### src/rtl/mem_arbiter.sv
// mem_arbiter
//   Shares one single-port memory between instruction fetch and the
//   load/store unit. Only one transaction is in flight at a time. The data
//   side normally wins arbitration. Fetch is forced to win after it has lost
//   STARVE_MAX arbitrations in a row.
//
// Ports
//   clk, reset           clock (rising edge), asynchronous active-low reset
//   if_req/if_addr       fetch request in;  if_gnt, if_rvalid, if_rdata out
//   d_req/d_we/d_be/
//   d_addr/d_wdata       load/store request in; d_gnt, d_rvalid, d_rdata out
//   mem_req/we/be/
//   addr/wdata           memory strobe and command out
//   mem_rdata            memory read data in, valid MEM_LAT cycles after mem_req
//   busy                 a transaction is outstanding
//
// Optional build macro
//   ARB_PERF_EN          adds if_stall_cnt / d_stall_cnt. Each is a saturating
//                        count of cycles in which its request waited ungranted.
module mem_arbiter #(
    parameter int ADDR_W     = 32,
    parameter int DATA_W     = 32,
    parameter int MEM_LAT    = 1,
    parameter int STARVE_MAX = 4
) (
    input  logic                  clk,
    input  logic                  reset,
    input  logic                  if_req,
    input  logic [ADDR_W-1:0]     if_addr,
    output logic                  if_gnt,
    output logic                  if_rvalid,
    output logic [DATA_W-1:0]     if_rdata,
    input  logic                  d_req,
    input  logic                  d_we,
    input  logic [DATA_W/8-1:0]   d_be,
    input  logic [ADDR_W-1:0]     d_addr,
    input  logic [DATA_W-1:0]     d_wdata,
    output logic                  d_gnt,
    output logic                  d_rvalid,
    output logic [DATA_W-1:0]     d_rdata,
    output logic                  mem_req,
    output logic                  mem_we,
    output logic [DATA_W/8-1:0]   mem_be,
    output logic [ADDR_W-1:0]     mem_addr,
    output logic [DATA_W-1:0]     mem_wdata,
    input  logic [DATA_W-1:0]     mem_rdata,
    output logic                  busy
`ifdef ARB_PERF_EN
    ,
    output logic [31:0]           if_stall_cnt,
    output logic [31:0]           d_stall_cnt
`endif
);

    typedef enum logic {IDLE, WAIT} state_t;

    localparam logic [2:0] LAT_INIT   = 3'(MEM_LAT);
    localparam logic [3:0] STARVE_LIM = 4'(STARVE_MAX);

    state_t      state_q;
    logic        owner_q;     // 1 = data side owns the outstanding transaction
    logic [2:0]  lat_q;
    logic [3:0]  starve_q;

    logic resp;
    logic arb_ok;
    logic force_if;
    logic if_win;
    logic d_win;

    always_comb begin
        // The last wait cycle is also an arbitration cycle, so a new grant can
        // overlap the returning data. Reset gates arbitration so that every
        // output is 0 while reset is held.
        resp     = (state_q == WAIT) && (lat_q == 3'd1);
        arb_ok   = reset && ((state_q == IDLE) || resp);
        force_if = (starve_q == STARVE_LIM);
        if_win   = arb_ok && if_req && (!d_req || force_if);
        d_win    = arb_ok && d_req && !if_win;
    end

    assign if_gnt    = if_win;
    assign d_gnt     = d_win;
    assign mem_req   = if_win || d_win;
    assign mem_we    = d_win && d_we;
    assign mem_be    = d_win ? d_be : {(DATA_W/8){if_win}};
    assign mem_addr  = d_win ? d_addr : (if_win ? if_addr : '0);
    assign mem_wdata = d_win ? d_wdata : '0;

    assign if_rvalid = resp && !owner_q;
    assign d_rvalid  = resp && owner_q;
    assign if_rdata  = if_rvalid ? mem_rdata : '0;
    assign d_rdata   = d_rvalid ? mem_rdata : '0;

    // A response cycle counts as idle unless a new grant is issued in it.
    assign busy = (state_q == WAIT) && !(resp && !mem_req);

    always_ff @(posedge clk or negedge reset) begin
        if (!reset) begin
            state_q  <= IDLE;
            owner_q  <= 1'b0;
            lat_q    <= 3'd0;
            starve_q <= 4'd0;
        end else begin
            if (if_win || d_win) begin
                state_q <= WAIT;
                owner_q <= d_win;
                lat_q   <= LAT_INIT;
            end else if (resp || (state_q == IDLE)) begin
                state_q <= IDLE;
                lat_q   <= 3'd0;
            end else begin
                lat_q   <= lat_q - 3'd1;
            end

            // Count only lost arbitrations. Wait cycles with fetch pending hold the count.
            if (!if_req || if_win) begin
                starve_q <= 4'd0;
            end else if (arb_ok && (starve_q != STARVE_LIM)) begin
                starve_q <= starve_q + 4'd1;
            end
        end
    end

`ifdef ARB_PERF_EN
    logic [31:0] if_stall_q;
    logic [31:0] d_stall_q;

    always_ff @(posedge clk or negedge reset) begin
        if (!reset) begin
            if_stall_q <= 32'd0;
            d_stall_q  <= 32'd0;
        end else begin
            if (if_req && !if_win && (if_stall_q != 32'hFFFF_FFFF)) begin
                if_stall_q <= if_stall_q + 32'd1;
            end
            if (d_req && !d_win && (d_stall_q != 32'hFFFF_FFFF)) begin
                d_stall_q <= d_stall_q + 32'd1;
            end
        end
    end

    assign if_stall_cnt = if_stall_q;
    assign d_stall_cnt  = d_stall_q;
`endif

endmodule

### config.mk
export PLATFORM = sky130hd
export DESIGN_NAME = mem_arbiter
export DESIGN_NICKNAME = d
export VERILOG_FILES = /design/src/rtl/mem_arbiter.sv
export SDC_FILE = /design/constraint.sdc
export NUM_CORES = 1
export LEC_CHECK = 0
export BUFFER_PORTS_ARGS = -buffer_cell sky130_fd_sc_hd__buf_2
export CELL_PAD_IN_SITES_DETAIL_PLACEMENT = 1
export CELL_PAD_IN_SITES_GLOBAL_PLACEMENT = 1
export CORE_UTILIZATION = 16
export DETAILED_ROUTE_END_ITERATION = 16
export PLACE_DENSITY = 0.92
export SYNTH_ARGS = -nofsm -noshare
export SYNTH_HDL_FRONTEND = slang
export SYNTH_SLANG_ARGS = --single-unit
### constraint.sdc
create_clock -name clk -period 2.1 [get_ports clk]
set_input_delay 0 -clock clk [delete_from_list [all_inputs] [get_ports clk]]
set_output_delay 0 -clock clk [all_outputs]
set_load 0.03 [all_outputs]
==> impl_metrics.toml, run 1 <==
[outcome]
outcome = "completed"

[floorplan]
dieArea_um2 = 11400
core_area_um2 = 10500
pin_count = 276
die_y_um = 107
rows = 37
die_w_um = 107
initial_core_util = 0.168

[min_path]
min_from = "if_req"
whs_path_depth = 3
min_path_type = "primary input to flip-flop"
hold_end = "starve_q[2]$_DFFE_PN0P_"

[place]
hpwlAfterDp_um = 7440
postPlaceCellArea_um2 = 3290
io_buffers = 275
gp_congestion = 0.768
dp_cells = 678

[routing]
postRouteWirelength_um = 9220
drt_iter0_drc = 120
detail_route.first_pass.iterations = 4
drt.antenna.violating_nets = 0
avgRoutedWirePerCell_um = 13.5
viasPerCell = 4.26
num_vias = 2914
drc_errors = 0

[global_routing]
track_usage = 0.148
grt_pass1_wl_um = 13700
antenna_found_initial = 0
grt_max_degree = 41
gr-total-overflow = 0
grt_pass1_vias = 2819

[sta]
slew_violations = 0
max_slew_margin = 0.729
min_period_over_period = 0.957
hold_viol = 0
min_period_ns = 2.01
tightest_slew_ns = 0.406
whs_ns = 0.127
fmax_ghz = 0.498
fin_tns_setup_ns = 0
setup_viol = 0
skew_ns = 0.00469
rsz0062_at_grt = "no"

[cells_and_area]
syn_to_final_growth_pct = 91.3
final_common_cell = "buf_2"
mostFrequentLayoutCells = "buf_2 (273), and2_1 (97), nand2_1 (42)"
fin_cells = 684
n_fill_cell = 1420
fin_area_um2 = 3370
nets = 690
diodes = 0
drive_gt1_frac = 0.540

[cts]
cts_root_buf = "clkbuf_8"
cts.path.max_buffers = 2
cts_sinks = 9
insertion_delay_ns = 0.24
path_clk_slew_ns = 0.05
cts_tree = "yes"
h-tree-depth = 1
cts_inserted_buffers = 3

[critical_path]
path_delay_family = "simple AND/OR/NAND/NOR gates"
setup.worst_path.start = "starve_q[0]$_DFFE_PN0P_"
slowest_delay_ns = 0.37
path_buf_inv = 3
setup.worst_path.start_class = "flip-flop"
ff2ff_path_depth = 6
ff2ff_setup_slack_ns = 0.45
cp_cell_sequence = "inv_1, ha_1, and3b_4, o21a_4, nor3_4, buf_12, and2_1, buf_2"
crit_slowest_cell = "dfrtp_1"
worstReg2RegStart = "lat_q[1]$_DFF_PN0_"
critPathRequiredTime_ns = 2.10
worst_r2r_endpoint = "starve_q[3]$_DFFE_PN0P_"
cp-end-kind = "output pin"
crit_type = "flip-flop to output pin"
crit_arrival_ns = 2.01
critPathMaxFanout = 34

[yosys]
syn_area_per_cell_um2 = 6.20
syn_inst = 284
yosysWarnings = 0
yosysUniqueCellTypes = 31
synthesis.area_um2 = 1760
syn-num-nets = 425
ys_seq_area_frac = 0.128
synth-seq-cells = 9

[pwr]
p_per_area_nw_per_um2 = 811
power.total_mw = 2.73
p_leak_nw = 2.05
max-vdd-ir-drop_uv = 244

[run]
max-cap-violations = 0
==> report_power, final <==
part	switching, mW	total [mW]	leakage (nW)	internal, mW
Combinational	1.54	2.25	1.91	0.706
Clock	0.0781	0.211	0.0228	0.133
Sequential	0.0484	0.274	0.115	0.226
Total	1.67	2.73	2.05	1.07
==> logic make-up after synthesis <==
family,after synthesis,share of synthesized area
fa+ha+maj,4,0.0284
simple gates,188,0.583
flops,9,0.128
xor+xnor,1,0.00497
compound gates,50,0.165
buf+inv,31,0.0845
mux,1,0.00639
==> routing by layer <==
layer	routed length, um	vias up	global-route usage
li1	-	1453	-
met4	166	0	0.0421
met1	3470	1287	0.160
met2	4860	161	0.294
met5	0	-	0
met3	716	13	0.0188
==> what timing repair did <==
action	CTS	global route
hold endpoints to repair	9	0
setup endpoints to repair	26	40
gates cloned	0	0
resized for setup	2	4
hold buffers	1	0
setup buffers	0	1
==> cells in the mapped netlist <==
cell type   n  share of area
a21boi_1    1         0.0043
a21oi_1    39           0.11
a31oi_1     1         0.0036
and2_1     97           0.34
and3_1      1         0.0036
and3b_4     1         0.0071
and4_1      1         0.0050
buf_2       8          0.023
buf_6       3          0.019
clkbuf_1   13          0.028
dfrtp_1     9           0.13
ha_1        4          0.028
inv_1       5          0.011
inv_2       2         0.0043
mux2_2      1         0.0064
nand2_1    42          0.089
nand2b_1    1         0.0036
nand3_1    35          0.099
nor2_1      7          0.015
nor2b_1     1         0.0036
nor3_1      1         0.0028
nor3_4      1         0.0092
o211ai_1    1         0.0043
o21a_4      1         0.0085
o21ai_1     2         0.0057
o21ai_2     1         0.0050
o21ai_4     1         0.0092
o22ai_1     1         0.0036
o32ai_1     1         0.0050
o41ai_1     1         0.0050
xnor2_1     1         0.0050
==> flip-flops by register name, summed over array words and instances (netlist names) <==
name / count
owner_q: 1
starve_q: 4
lat_q: 3
state_q: 1
==> worst min-delay path, stage by stage <==
cell,delay [ns]
buf_2,0.17
nand2_1,0.09
o21ai_1,0.06
==> how the worst max path moves through the flow <==
stage,end,cells past startpoint
floorplan,mem_addr[10],7
global placement,mem_addr[1],8
detailed placement,mem_wdata[20],8
CTS,mem_wdata[20],8
global route,mem_addr[1],8
finish,mem_wdata[15],8
==> per-stage QoR <==
step	setup slack, ns	utilization
floorplan	0.269	-
global placement	0.332	0.313
detailed placement	0.240	0.313
CTS	0.0569	0.319
global route	0.0106	0.321
finish	0.0903	0.321
==> area by class of cell <==
class,instances,area [um^2],area share
Tap cell,136,170,0.0505
Inverter,7,26.3,0.00780
Clock buffer,4,45.0,0.0134
Timing Repair Buffer,284,1500,0.444
Sequential cell,9,225,0.0668
Multi-Input combinational cell,244,1410,0.418
Note: power is estimated with default switching activity, not from simulation.
==> run 2: changes to the inputs <==
Settings changed: CORE_AREA set to 2 2 108 110, CORE_UTILIZATION 16 to not set, DIE_AREA set to 0 0 110 112, PLACE_DENSITY 0.92 to 0.91.
Clock period 2.1 ns to 2.4 ns, I/O delays scaled along.
==> run 2 against run 1 <==
  * Non-clock buffer count shrank 1
  * Global-route usage shrank 1.1 points
  * Sequential share of layout area is essentially flat
  * Via count grew 1.5%
  * Worst hold slack lost 0.0078 ns
  * Register-to-register slack gained 0.33 ns
  * Total power shrank 11%
  * Critical path depth is the same
==> impl_metrics.toml, run 2 (synthesized netlist as in run 1, its figures left out) <==
[critical_path]
worst_r2r_endpoint = "starve_q[3]$_DFFE_PN0P_"
crit_arrival_ns = 2.25
critPathRequiredTime_ns = 2.40
crit_type = "flip-flop to output pin"
crit_end = "mem_wdata[22]"
worstReg2RegStart = "starve_q[0]$_DFFE_PN0P_"
setup.worst_path.start = "starve_q[0]$_DFFE_PN0P_"
cp-end-kind = "output pin"
critPathMaxFanout = 34
ff2ff_setup_slack_ns = 0.78
ff2ff_path_depth = 6
setup.worst_path.start_class = "flip-flop"

[cts]
cts_root_buf = "clkbuf_16"
post-cts-setup-buffers = 0
insertion_delay_ns = 0.23
cts_inserted_buffers = 3
cts_tree = "yes"
path_clk_slew_ns = 0.04
h-tree-depth = 1
cts_sinks = 9
cts.path.max_buffers = 2

[global_routing]
antenna_found_initial = 0
track_usage = 0.137
grt_max_degree = 41
grt_pass1_vias = 2904
gr-total-overflow = 0
grt_pass1_wl_um = 13600

[cells_and_area]
n_fill_cell = 1503
fin_area_um2 = 3350
largestRegisters = "starve_q: 4 flops, lat_q: 3 flops"
nets = 689
final_util = 0.300
largest_reg_flops = 4
seq_area_um2 = 225
final_common_cell = "buf_2"
fin_cells = 690
diodes = 0
mostFrequentLayoutCells = "buf_2 (275), and2_1 (97), nand2_1 (42)"
drive_gt1_frac = 0.539
syn_to_final_growth_pct = 90.4
largest_register = "starve_q"
multi_input_area_um2 = 1400

[routing]
drt.antenna.violating_nets = 0
detail_route.first_pass.iterations = 4
num_vias = 2957
drt_iter0_drc = 87
postRouteWirelength_um = 9100
drc_errors = 0
viasPerCell = 4.29
avgRoutedWirePerCell_um = 13.2

[min_path]
min_from = "if_req"
min_path_type = "primary input to flip-flop"

[sta]
setup_viol = 0
fmax_ghz = 0.445
whs_ns = 0.119
hold_viol = 0
skew_ns = 0.00379
fin_tns_setup_ns = 0
tightest_slew_ns = 0.427
min_period_over_period = 0.936
max_slew_margin = 0.714
rsz0062_at_grt = "no"
slew_violations = 0
fin_ws_ns = 0.154
min_period_ns = 2.25

[place]
hpwlAfterDp_um = 7590
io_buffers = 275
dp_cells = 685
preCtsSetupSlack_ns = 0.306
gp_congestion = 0.773
postPlaceCellArea_um2 = 3260

[run]
max-cap-violations = 0

[pwr]
p_per_area_nw_per_um2 = 727
p_leak_nw = 2.04
max-vdd-ir-drop_uv = 259
power.total_mw = 2.44

[floorplan]
dieArea_um2 = 12300
core_area_um2 = 11200
pin_count = 276
die_w_um = 110
die_y_um = 112
rows = 39
initial_core_util = 0.158

[outcome]
outcome = "completed"
==> run 2: layout make-up <==
type / instances / share of cell area
Multi-Input combinational cell: 244 / 0.418
Timing Repair Buffer: 283 / 0.430
Inverter: 7 / 0.00783
Tap cell: 143 / 0.0533
Sequential cell: 9 / 0.0671
Clock buffer: 4 / 0.0235
==> run 2: routing by layer <==
metal  part of all wire  global-route usage  routed length [um]
met2               0.54               0.271                4930
met5                  0                   0                   0
met3              0.093              0.0187                 844
met4             0.0099              0.0338                  90
met1               0.36               0.147                3240
==> run 2: report_power, final <==
group	switching [mW]	total (mW)	internal (mW)
registers	0.0382	0.236	0.198
clock network	0.0690	0.291	0.222
logic	1.33	1.91	0.581
==> run 2: worst min-delay path by stage <==
stage / end / slack, ns / cells after the start
5_1_grt: starve_q[2]$_DFFE_PN0P_ / 0.16 / 3
3_5_place_dp: state_q$_DFFE_PN0P_ / -0.1 / 1
2_1_floorplan: lat_q[0]$_DFF_PN0_ / -0.30 / 0
3_3_place_gp: state_q$_DFFE_PN0P_ / -0.10 / 1
6_report: starve_q[2]$_DFFE_PN0P_ / 0.12 / 3
4_1_cts: starve_q[2]$_DFFE_PN0P_ / 0.12 / 3
==> run 2: critical path, stage by stage, from the launching register on <==
cell and delay, ns:
dfrtp_1 0.40, inv_1 0.08, ha_1 0.20, and3b_4 0.21
o21a_4 0.33, nor3_4 0.19, buf_6 0.23, and2_1 0.17
buf_2 0.20
==> run 2: timing repair <==
| action | in CTS | in global routing |
|---|---|---|
| endpoints found under the setup margin | 0 | 33 |
| hold buffers | 1 | 0 |
| hold endpoints to repair | 9 | 0 |
| gates resized for setup | 0 | 2 |
==> run 3: changes to the inputs <==
Settings changed: REMOVE_ABC_BUFFERS set to 1.
==> run 3 against run 2 <==
  * Sequential power barely moved
  * Worst setup slack got worse by 0.0066 ns
  * Cell count did not move
  * Global-route usage fell by 0.30 points
  * Fmax fell by 0.29%
  * Worst hold slack barely moved
  * Non-clock buffer count did not move
  * First-iteration DRC count fell by 14%
  * Via count fell by 0.51%
  * Clock-buffer cell count did not move
==> impl_metrics.toml, run 3 (synthesized netlist as in run 1, its figures left out) <==
[routing]
num_vias = 2942
drt.antenna.violating_nets = 0
drc_errors = 0
avgRoutedWirePerCell_um = 13.3
viasPerCell = 4.26
postRouteWirelength_um = 9150
drt_iter0_drc = 75
detail_route.first_pass.iterations = 4

[sta]
min_period_ns = 2.25
max_slew_margin = 0.720
skew_ns = 0.00382
hold_viol = 0
whs_ns = 0.120
rsz0062_at_grt = "no"
slew_violations = 0
setup_viol = 0
fmax_ghz = 0.444
min_period_over_period = 0.939
tightest_slew_ns = 0.419
fin_ws_ns = 0.147

[cts]
cts_root_buf = "clkbuf_16"
cts_inserted_buffers = 3
cts_sinks = 9
path_clk_slew_ns = 0.04
post_cts_resized = 0
cts_tree = "yes"
h-tree-depth = 1
insertion_delay_ns = 0.24
cts.path.max_buffers = 2

[cells_and_area]
final_common_cell = "buf_2"
syn_to_final_growth_pct = 90.8
n_fill_cell = 1501
nets = 689
drive_gt1_frac = 0.537
multi_input_area_um2 = 1400
seq_area_um2 = 225
largest_reg_flops = 4
largest_register = "starve_q"
mostFrequentLayoutCells = "buf_2 (275), and2_1 (97), nand2_1 (42)"
diodes = 0
fin_area_um2 = 3360
final_util = 0.301
fin_cells = 690
largestRegisters = "starve_q: 4 flops, lat_q: 3 flops"

[critical_path]
path_delay_family = "buffers and inverters"
crit_slowest_cell = "dfrtp_1"
ff2ff_setup_slack_ns = 0.65
crit_cells = 8
worstReg2RegStart = "lat_q[1]$_DFF_PN0_"
setup.worst_path.start_class = "flip-flop"
setup.worst_path.start = "starve_q[0]$_DFFE_PN0P_"
critPathMaxFanout = 34
crit_type = "flip-flop to output pin"
cp-end-kind = "output pin"
path_buf_inv = 3
critPathRequiredTime_ns = 2.40
ff2ff_path_depth = 7
cp_cell_sequence = "inv_1, ha_1, and3b_4, o21a_4, nor3_4, buf_4, and2_1, buf_2"
crit_arrival_ns = 2.25
worst_r2r_endpoint = "owner_q$_DFFE_PN0P_"
slowest_delay_ns = 0.40

[floorplan]
die_w_um = 110
dieArea_um2 = 12300
die_y_um = 112
pin_count = 276
initial_core_util = 0.158
core_area_um2 = 11200
rows = 39

[min_path]
hold_end = "starve_q[1]$_DFFE_PN0P_"
min_path_type = "primary input to flip-flop"
whs_path_depth = 3
min_from = "if_req"

[place]
hpwlAfterDp_um = 7660
dp_cells = 685
gp_congestion = 0.730
preCtsSetupSlack_ns = 0.394
postPlaceCellArea_um2 = 3270
io_buffers = 275

[global_routing]
grt_max_degree = 41
antenna_found_initial = 0
grt_pass1_wl_um = 13200
grt_pass1_vias = 2859
gr-total-overflow = 0
track_usage = 0.134

[outcome]
outcome = "completed"

[run]
max-cap-violations = 0

[pwr]
p_leak_nw = 2.05
p_per_area_nw_per_um2 = 729
max-vdd-ir-drop_uv = 304
run 3: changes by cell type in the layout (fill, tap and decap cells not counted):
cell / previous run / this run
buf_6: 1 / 0
nor2b_1: 0 / 1
nor2b_2: 1 / 0
buf_12: 0 / 1
run 3: through the flow:
step,power [mW],setup TNS [ns]
2_1_floorplan,1.49,-10.99
3_3_place_gp,2.14,0
3_5_place_dp,2.18,0
4_1_cts,2.49,0
5_1_grt,2.63,0
6_report,2.45,0
run 3: worst max path at each step:
stage                     to  slack (ns)
5_1_grt        mem_wdata[16]       0.008
6_report       mem_wdata[12]        0.15
3_5_place_dp   mem_wdata[23]        0.39
3_3_place_gp   mem_wdata[20]        0.47
4_1_cts        mem_wdata[23]        0.13
2_1_floorplan    if_rdata[0]       -0.34
run 3: cell type report:
cell class	instances	share of cell area
well taps	143	0.0532
repair buffers	283	0.432
inverters	7	0.00782
multi-input cells	244	0.417
clock buffers	4	0.0235
flip-flops and latches	9	0.0670
run 3: worst reg2reg max path, cell delays in order (launching register included):
cell and delay, ns:
dfrtp_1 0.35, inv_1 0.07, ha_1 0.16, nor2b_1 0.38, o21ai_4 0.12, buf_4 0.23
nor2_1 0.25, nor2_1 0.08
run 3: repair_timing:
item                                   4_1_cts  5_1_grt
setup buffers                                0        0
hold buffers                                 1        0
endpoints found under the hold margin        9        0
run 3: per-layer routing:
| metal | GRT usage | part of all wire |
|---|---|---|
| met1 | 0.140 | 0.36 |
| met3 | 0.0222 | 0.10 |
| met5 | 0 | 0 |
| met4 | 0.0380 | 0.012 |
| met2 | 0.263 | 0.53 |
run 3: power breakdown:
group          internal, mW  leakage (nW)  total, mW  switching [mW]
sequential            0.198         0.115      0.236          0.0382
combinational         0.583          1.89       1.92            1.33
clock                 0.222        0.0382      0.299          0.0768
